**config.mk**
```make
export PLATFORM = sky130hd
export DESIGN_NAME = stack_call_ctrl
export DESIGN_NICKNAME = d
export VERILOG_FILES = /design/src/rtl/stack_pkg.sv /design/src/rtl/stack_depth_tracker.sv /design/src/rtl/stack_call_ctrl.sv
export SDC_FILE = /design/constraint.sdc
export NUM_CORES = 1
export LEC_CHECK = 0
export CELL_PAD_IN_SITES_DETAIL_PLACEMENT = 1
export CELL_PAD_IN_SITES_GLOBAL_PLACEMENT = 1
export CORE_UTILIZATION = 30
export CTS_BUF_LIST = sky130_fd_sc_hd__clkbuf_4 sky130_fd_sc_hd__clkbuf_8
export CTS_CLUSTER_DIAMETER = 80
export CTS_CLUSTER_SIZE = 40
export DETAILED_ROUTE_END_ITERATION = 8
export PLACE_DENSITY_LB_ADDON = 0.1
export SETUP_SLACK_MARGIN = 0.15
export SLEW_MARGIN = 10
export SYNTH_ARGS = -nofsm -noshare
export SYNTH_HDL_FRONTEND = slang
export SYNTH_HIERARCHICAL = 1
export SYNTH_SLANG_ARGS = --single-unit
export TNS_END_PERCENT = 30
```
**constraint.sdc**
```tcl
create_clock -name clk -period 2.67 [get_ports clk]
set_clock_uncertainty 0.1 [all_clocks]
set_input_delay 0.534 -clock clk [delete_from_list [all_inputs] [get_ports clk]]
set_output_delay 0.534 -clock clk [all_outputs]
set_load 0.005 [all_outputs]
```
**src/rtl/stack_pkg.sv**
```systemverilog
// Constants and FSM state encoding shared by the return-stack call/return sequencer
// and the hardware return stack it drives.
package stack_pkg;
    localparam int DATA_W = 18;
    localparam int DEPTH  = 4;
    localparam int CNT_W  = 3;

    typedef enum logic [2:0] {
        IDLE = 3'd0,
        PUSH = 3'd1,
        POP  = 3'd2,
        WAIT = 3'd3,
        DONE = 3'd4
    } state_t;
endpackage

```
**src/rtl/stack_depth_tracker.sv**
```systemverilog
// Occupancy counter for the return stack; refuses to count past full or below empty.
module stack_depth_tracker
    import stack_pkg::*;
(
    input  logic             clk,
    input  logic             rst,
    input  logic             inc,
    input  logic             dec,
    output logic [CNT_W-1:0] depth,
    output logic             full,
    output logic             empty
);
    logic [CNT_W-1:0] depth_q;
    logic [CNT_W-1:0] depth_d;

    assign full  = (depth_q == CNT_W'(DEPTH));
    assign empty = (depth_q == '0);
    assign depth = depth_q;

    always_comb begin
        depth_d = depth_q;
        if (inc && !dec && !full) begin
            depth_d = depth_q + CNT_W'(1);
        end else if (dec && !inc && !empty) begin
            depth_d = depth_q - CNT_W'(1);
        end
    end

    always_ff @(posedge clk or posedge rst) begin
        if (rst) begin
            depth_q <= '0;
        end else begin
            depth_q <= depth_d;
        end
    end
endmodule

```
**src/rtl/stack_call_ctrl.sv**
```systemverilog
// Call/return sequencer for the 4-entry hardware return stack: bounds-checks pushes and
// pops, drives the stack enables, and hands the popped address back with a valid pulse.
//
// Handshake: a request (call_req or ret_req) is taken on a rising edge where req_ready=1;
// call wins over a simultaneous ret; requests seen while req_ready=0 are ignored, not queued.
module stack_call_ctrl
    import stack_pkg::*;
(
    input  logic              clk,
    input  logic              rst,
    input  logic              call_req,
    input  logic              ret_req,
    input  logic [DATA_W-1:0] ret_addr_in,
    output logic              req_ready,
    output logic [DATA_W-1:0] stk_wr_data,
    output logic              stk_wr_en,
    output logic              stk_rd_en,
    input  logic [DATA_W-1:0] stk_rd_data,
    output logic              ret_valid,
    output logic [DATA_W-1:0] ret_addr,
    output logic [CNT_W-1:0]  depth,
    output logic              overflow,
    output logic              underflow,
    input  logic              err_clr,
    output logic [2:0]        state_dbg
);
    state_t            state_q, state_d;
    logic [DATA_W-1:0] wr_data_q, wr_data_d;
    logic [DATA_W-1:0] ret_addr_q, ret_addr_d;
    logic              wr_en_q, wr_en_d;
    logic              rd_en_q, rd_en_d;
    logic              ret_valid_q, ret_valid_d;
    logic              ready_q, ready_d;
    logic              ovf_q, ovf_d;
    logic              unf_q, unf_d;
    logic              inc, dec, ovf_set, unf_set;
    logic              full, empty;

    stack_depth_tracker u_depth (
        .clk   (clk),
        .rst   (rst),
        .inc   (inc),
        .dec   (dec),
        .depth (depth),
        .full  (full),
        .empty (empty)
    );

    always_comb begin
        state_d    = state_q;
        wr_data_d  = wr_data_q;
        ret_addr_d = ret_addr_q;
        inc        = 1'b0;
        dec        = 1'b0;
        ovf_set    = 1'b0;
        unf_set    = 1'b0;
        case (state_q)
            IDLE: begin
                if (call_req) begin
                    if (!full) begin
                        wr_data_d = ret_addr_in;
                        inc       = 1'b1;
                        state_d   = PUSH;
                    end else begin
                        ovf_set = 1'b1;
                    end
                end else if (ret_req) begin
                    if (!empty) begin
                        dec     = 1'b1;
                        state_d = POP;
                    end else begin
                        unf_set = 1'b1;
                    end
                end
            end
            PUSH: state_d = IDLE;
            POP:  state_d = WAIT;
            WAIT: begin
                // Stack registered its output at the end of POP; it is stable here.
                ret_addr_d = stk_rd_data;
                state_d    = DONE;
            end
            DONE:    state_d = IDLE;
            default: state_d = IDLE;
        endcase

        // Outputs are decoded from the next state so every output comes straight off a flop.
        wr_en_d     = (state_d == PUSH);
        rd_en_d     = (state_d == POP);
        ret_valid_d = (state_d == DONE);
        ready_d     = (state_d == IDLE);
        ovf_d       = err_clr ? 1'b0 : (ovf_q | ovf_set);
        unf_d       = err_clr ? 1'b0 : (unf_q | unf_set);
    end

    always_ff @(posedge clk or posedge rst) begin
        if (rst) begin
            state_q     <= IDLE;
            wr_data_q   <= '0;
            ret_addr_q  <= '0;
            wr_en_q     <= 1'b0;
            rd_en_q     <= 1'b0;
            ret_valid_q <= 1'b0;
            ready_q     <= 1'b1;
            ovf_q       <= 1'b0;
            unf_q       <= 1'b0;
        end else begin
            state_q     <= state_d;
            wr_data_q   <= wr_data_d;
            ret_addr_q  <= ret_addr_d;
            wr_en_q     <= wr_en_d;
            rd_en_q     <= rd_en_d;
            ret_valid_q <= ret_valid_d;
            ready_q     <= ready_d;
            ovf_q       <= ovf_d;
            unf_q       <= unf_d;
        end
    end

    assign req_ready   = ready_q;
    assign stk_wr_data = wr_data_q;
    assign stk_wr_en   = wr_en_q;
    assign stk_rd_en   = rd_en_q;
    assign ret_valid   = ret_valid_q;
    assign ret_addr    = ret_addr_q;
    assign overflow    = ovf_q;
    assign underflow   = unf_q;
    assign state_dbg   = state_q;
endmodule

```
==> run summary <==
Max Slew Vio Count = 0
Asr flop ratio synth = 1.00
MaxCap Viol Count = 0
CTS tree = built
DR vias/cell = 4.63
Synth warnings = 6
Row cnt = 29
Tcrit/Tclk final = 0.911
Power Density = 1170 mW/mm^2
Largest net degree at the start of global routing = 25
Tmin final = 2430 ps
Place WS = -379 ps
Synth unique cells = 29
DRC = 0
Routed Antenna Nets = 0
Die Wd = 83.5 um
Setup crit end = u_depth/depth[2]
RSZ-0062 raised after global routing = no
Fin worst setup slack = 238 ps
Root buffer cell = clkbuf_8
Fraction of the mapped netlist area in simple logic gates = 0.0585
Crit path launch = u_depth/depth[0]
Synth Register Bits = 48
CP arrival = 2570 ps
Initial antenna violation count = 0
Max-slew headroom = 0.641
Number of flops mapped to enable cells by yosys = 0
Avg Inst Size Synth = 15.1 sq um
Final Net Count = 276
Post-synthesis compound-gate area fraction = 0.0371
R2R Path Start = u_depth/depth[0]
Setup Crit Path Kind = register to register
Status = complete, no violations
Prevailing post-synth register cell = dfrtp_1
DRT Wirelength = 5160 um
Final setup vio count = 0
Fin util = 0.501
Routability cong. = 0.760
Drt first-iter violations = 57
Die Y = 83.5 um
Max Root-Sink Buffers = 2
Largest family of logic cells by synthesized area = multiplexers
Most common cell after layout, fill and taps aside = clkdlybuf4s50_1
Worst slew pin tran = 534 ps
Mux contribution to synthesized area = 0.238
Clk pin slew, worst setup/hold paths = 90 ps
Hold Vio Cnt, Final = 0
Cell area after layout = 0.00320 sq mm
GRT Total Usage = 0.160
CP max FO = 8
R2R cell count = 8
Detailed Place HPWL = 3860 um
Clock sink total = 48
Post-synthesis adder-cell area fraction = 0.0101
DR WL/cell = 16.5 um
CP endpoint kind = register
Share of cells above drive strength 1 = 0.311
Worst vdd ir = 471 uV
Syn Nets = 174
Final setup TNS = 0 ps
Pre-antenna DRT Iters = 4
Worst flop-to-flop path endpoint = u_depth/depth[2]
Cells after DPL = 303
Peak Freq = 0.411 GHz
Final hold slack = 342 ps
Input/output buffers = 88
Initial Utilization = 0.312
Placeable core region = 0.00639 sq mm
Startpoint Class = register
Post-synthesis xor/xnor area fraction = 0.0132
Commonest non-fill, non-tap cells in the layout = clkdlybuf4s50_1, dfrtp_1, mux2_2, mux2_4, buf_4
Antenna cell count = 0
Final Non-Filler Cells = 312
Num CTS Buffers = 5
Hold crit path type = primary input to async pin
DR vias = 1,443
Worst-path cell chain = nor3_2, nand3b_1, nor4_1, or3b_4, fa_2, nand2b_4, o311ai_4, a21boi_2
Vias in the first global route = 1,635
Die area = 0.00697 sq mm
Post-synthesis cell count = 132
Area grow syn2layout = 60.8%
First-pass GRT wire length = 8660 um
Clock Latency Late Sink = 320 ps
Total power = 3.74 mW
Synthesized area = 0.00199 sq mm
I/O Pins = 89
CTS H-tree lvls = 2
Placed Area = 0.00301 sq mm
Leak = 1.44 nW
Seq/Total Area, Yosys = 0.604
Slowest cell on crit path = dfrtp_2
Required arrival time at the worst endpoint = 2810 ps
Gr ovfl total = 0
Max incr delay on CP = 480 ps
R2R Setup Slk = 240 ps
## worst min-delay path by stage
stage | start | endpoint | cells past startpoint
floorplan | rst | u_depth/depth[2] | 1
global placement | overflow | overflow | 2
detailed placement | stk_wr_data[12] | stk_wr_data[12] | 1
CTS | rst | u_depth/depth[2] | 2
global route | rst | u_depth/depth[2] | 2
finish | rst | u_depth/depth[1] | 2
## synthesized netlist by cell type, types with 2 or more instances
cell,count,area (sq um)
nor2_1,6,22.5
inv_1,9,33.8
nand3b_1,2,15.0
nor3_1,3,15.0
nand2_1,3,11.3
nor4_1,2,12.5
buf_6,4,45.0
xnor2_1,2,17.5
mux2_4,18,270
mux2_2,18,203
dfrtp_1,47,1180
## timing repair
action	CTS	global route
hold endpoints to repair	0	0
pin swaps	1	0
endpoints found under the setup margin	1	1
hold buffers	0	0
gates resized for setup	6	4
gates cloned	0	0
buffers inserted	0	1
## where the power goes
part | internal, mW | switching [mW]
clock | 0.377 | 0.269
combinational | 1.19 | 0.592
sequential | 1.08 | 0.224
## layout make-up
cell class	instances	area, sq um
well taps	77	96.3
inverters	9	36.3
fillers	654	3180
repair buffers	99	966
clock inverters	3	68.8
multi-input cells	71	758
clock buffers	5	68.8
flip-flops and latches	48	1210
## worst max-delay path: cells and delay by family (launching register included)
kind	cells	cell delay, ps
adder cells (fa/ha/maj)	1	350
flip-flops	1	480
AND/OR/NAND/NOR	5	1000
AO/OA/AOI/OAI	2	430
## cell families after synthesis
kind of cell,Yosys count
xor+xnor,3
simple gates,21
fa+ha+maj,1
buf+inv,13
flops,48
compound gates,10
mux,36
## layer usage
| metal | global-route usage | routed length, um |
|---|---|---|
| met5 | 0 | 0 |
| met4 | 0.0370 | 47 |
| met2 | 0.276 | 2650 |
| met1 | 0.195 | 2080 |
| met3 | 0.0524 | 386 |
## sequential cells by signal, indices dropped and copies added (netlist names)
register and count:
req_ready 1, stk_wr_data 18, ret_addr 18, stk_rd_en 1, u_depth/depth 3, state_dbg 3
overflow 1, underflow 1, stk_wr_en 1, ret_valid 1
Power figures use the tool's default switching activity.
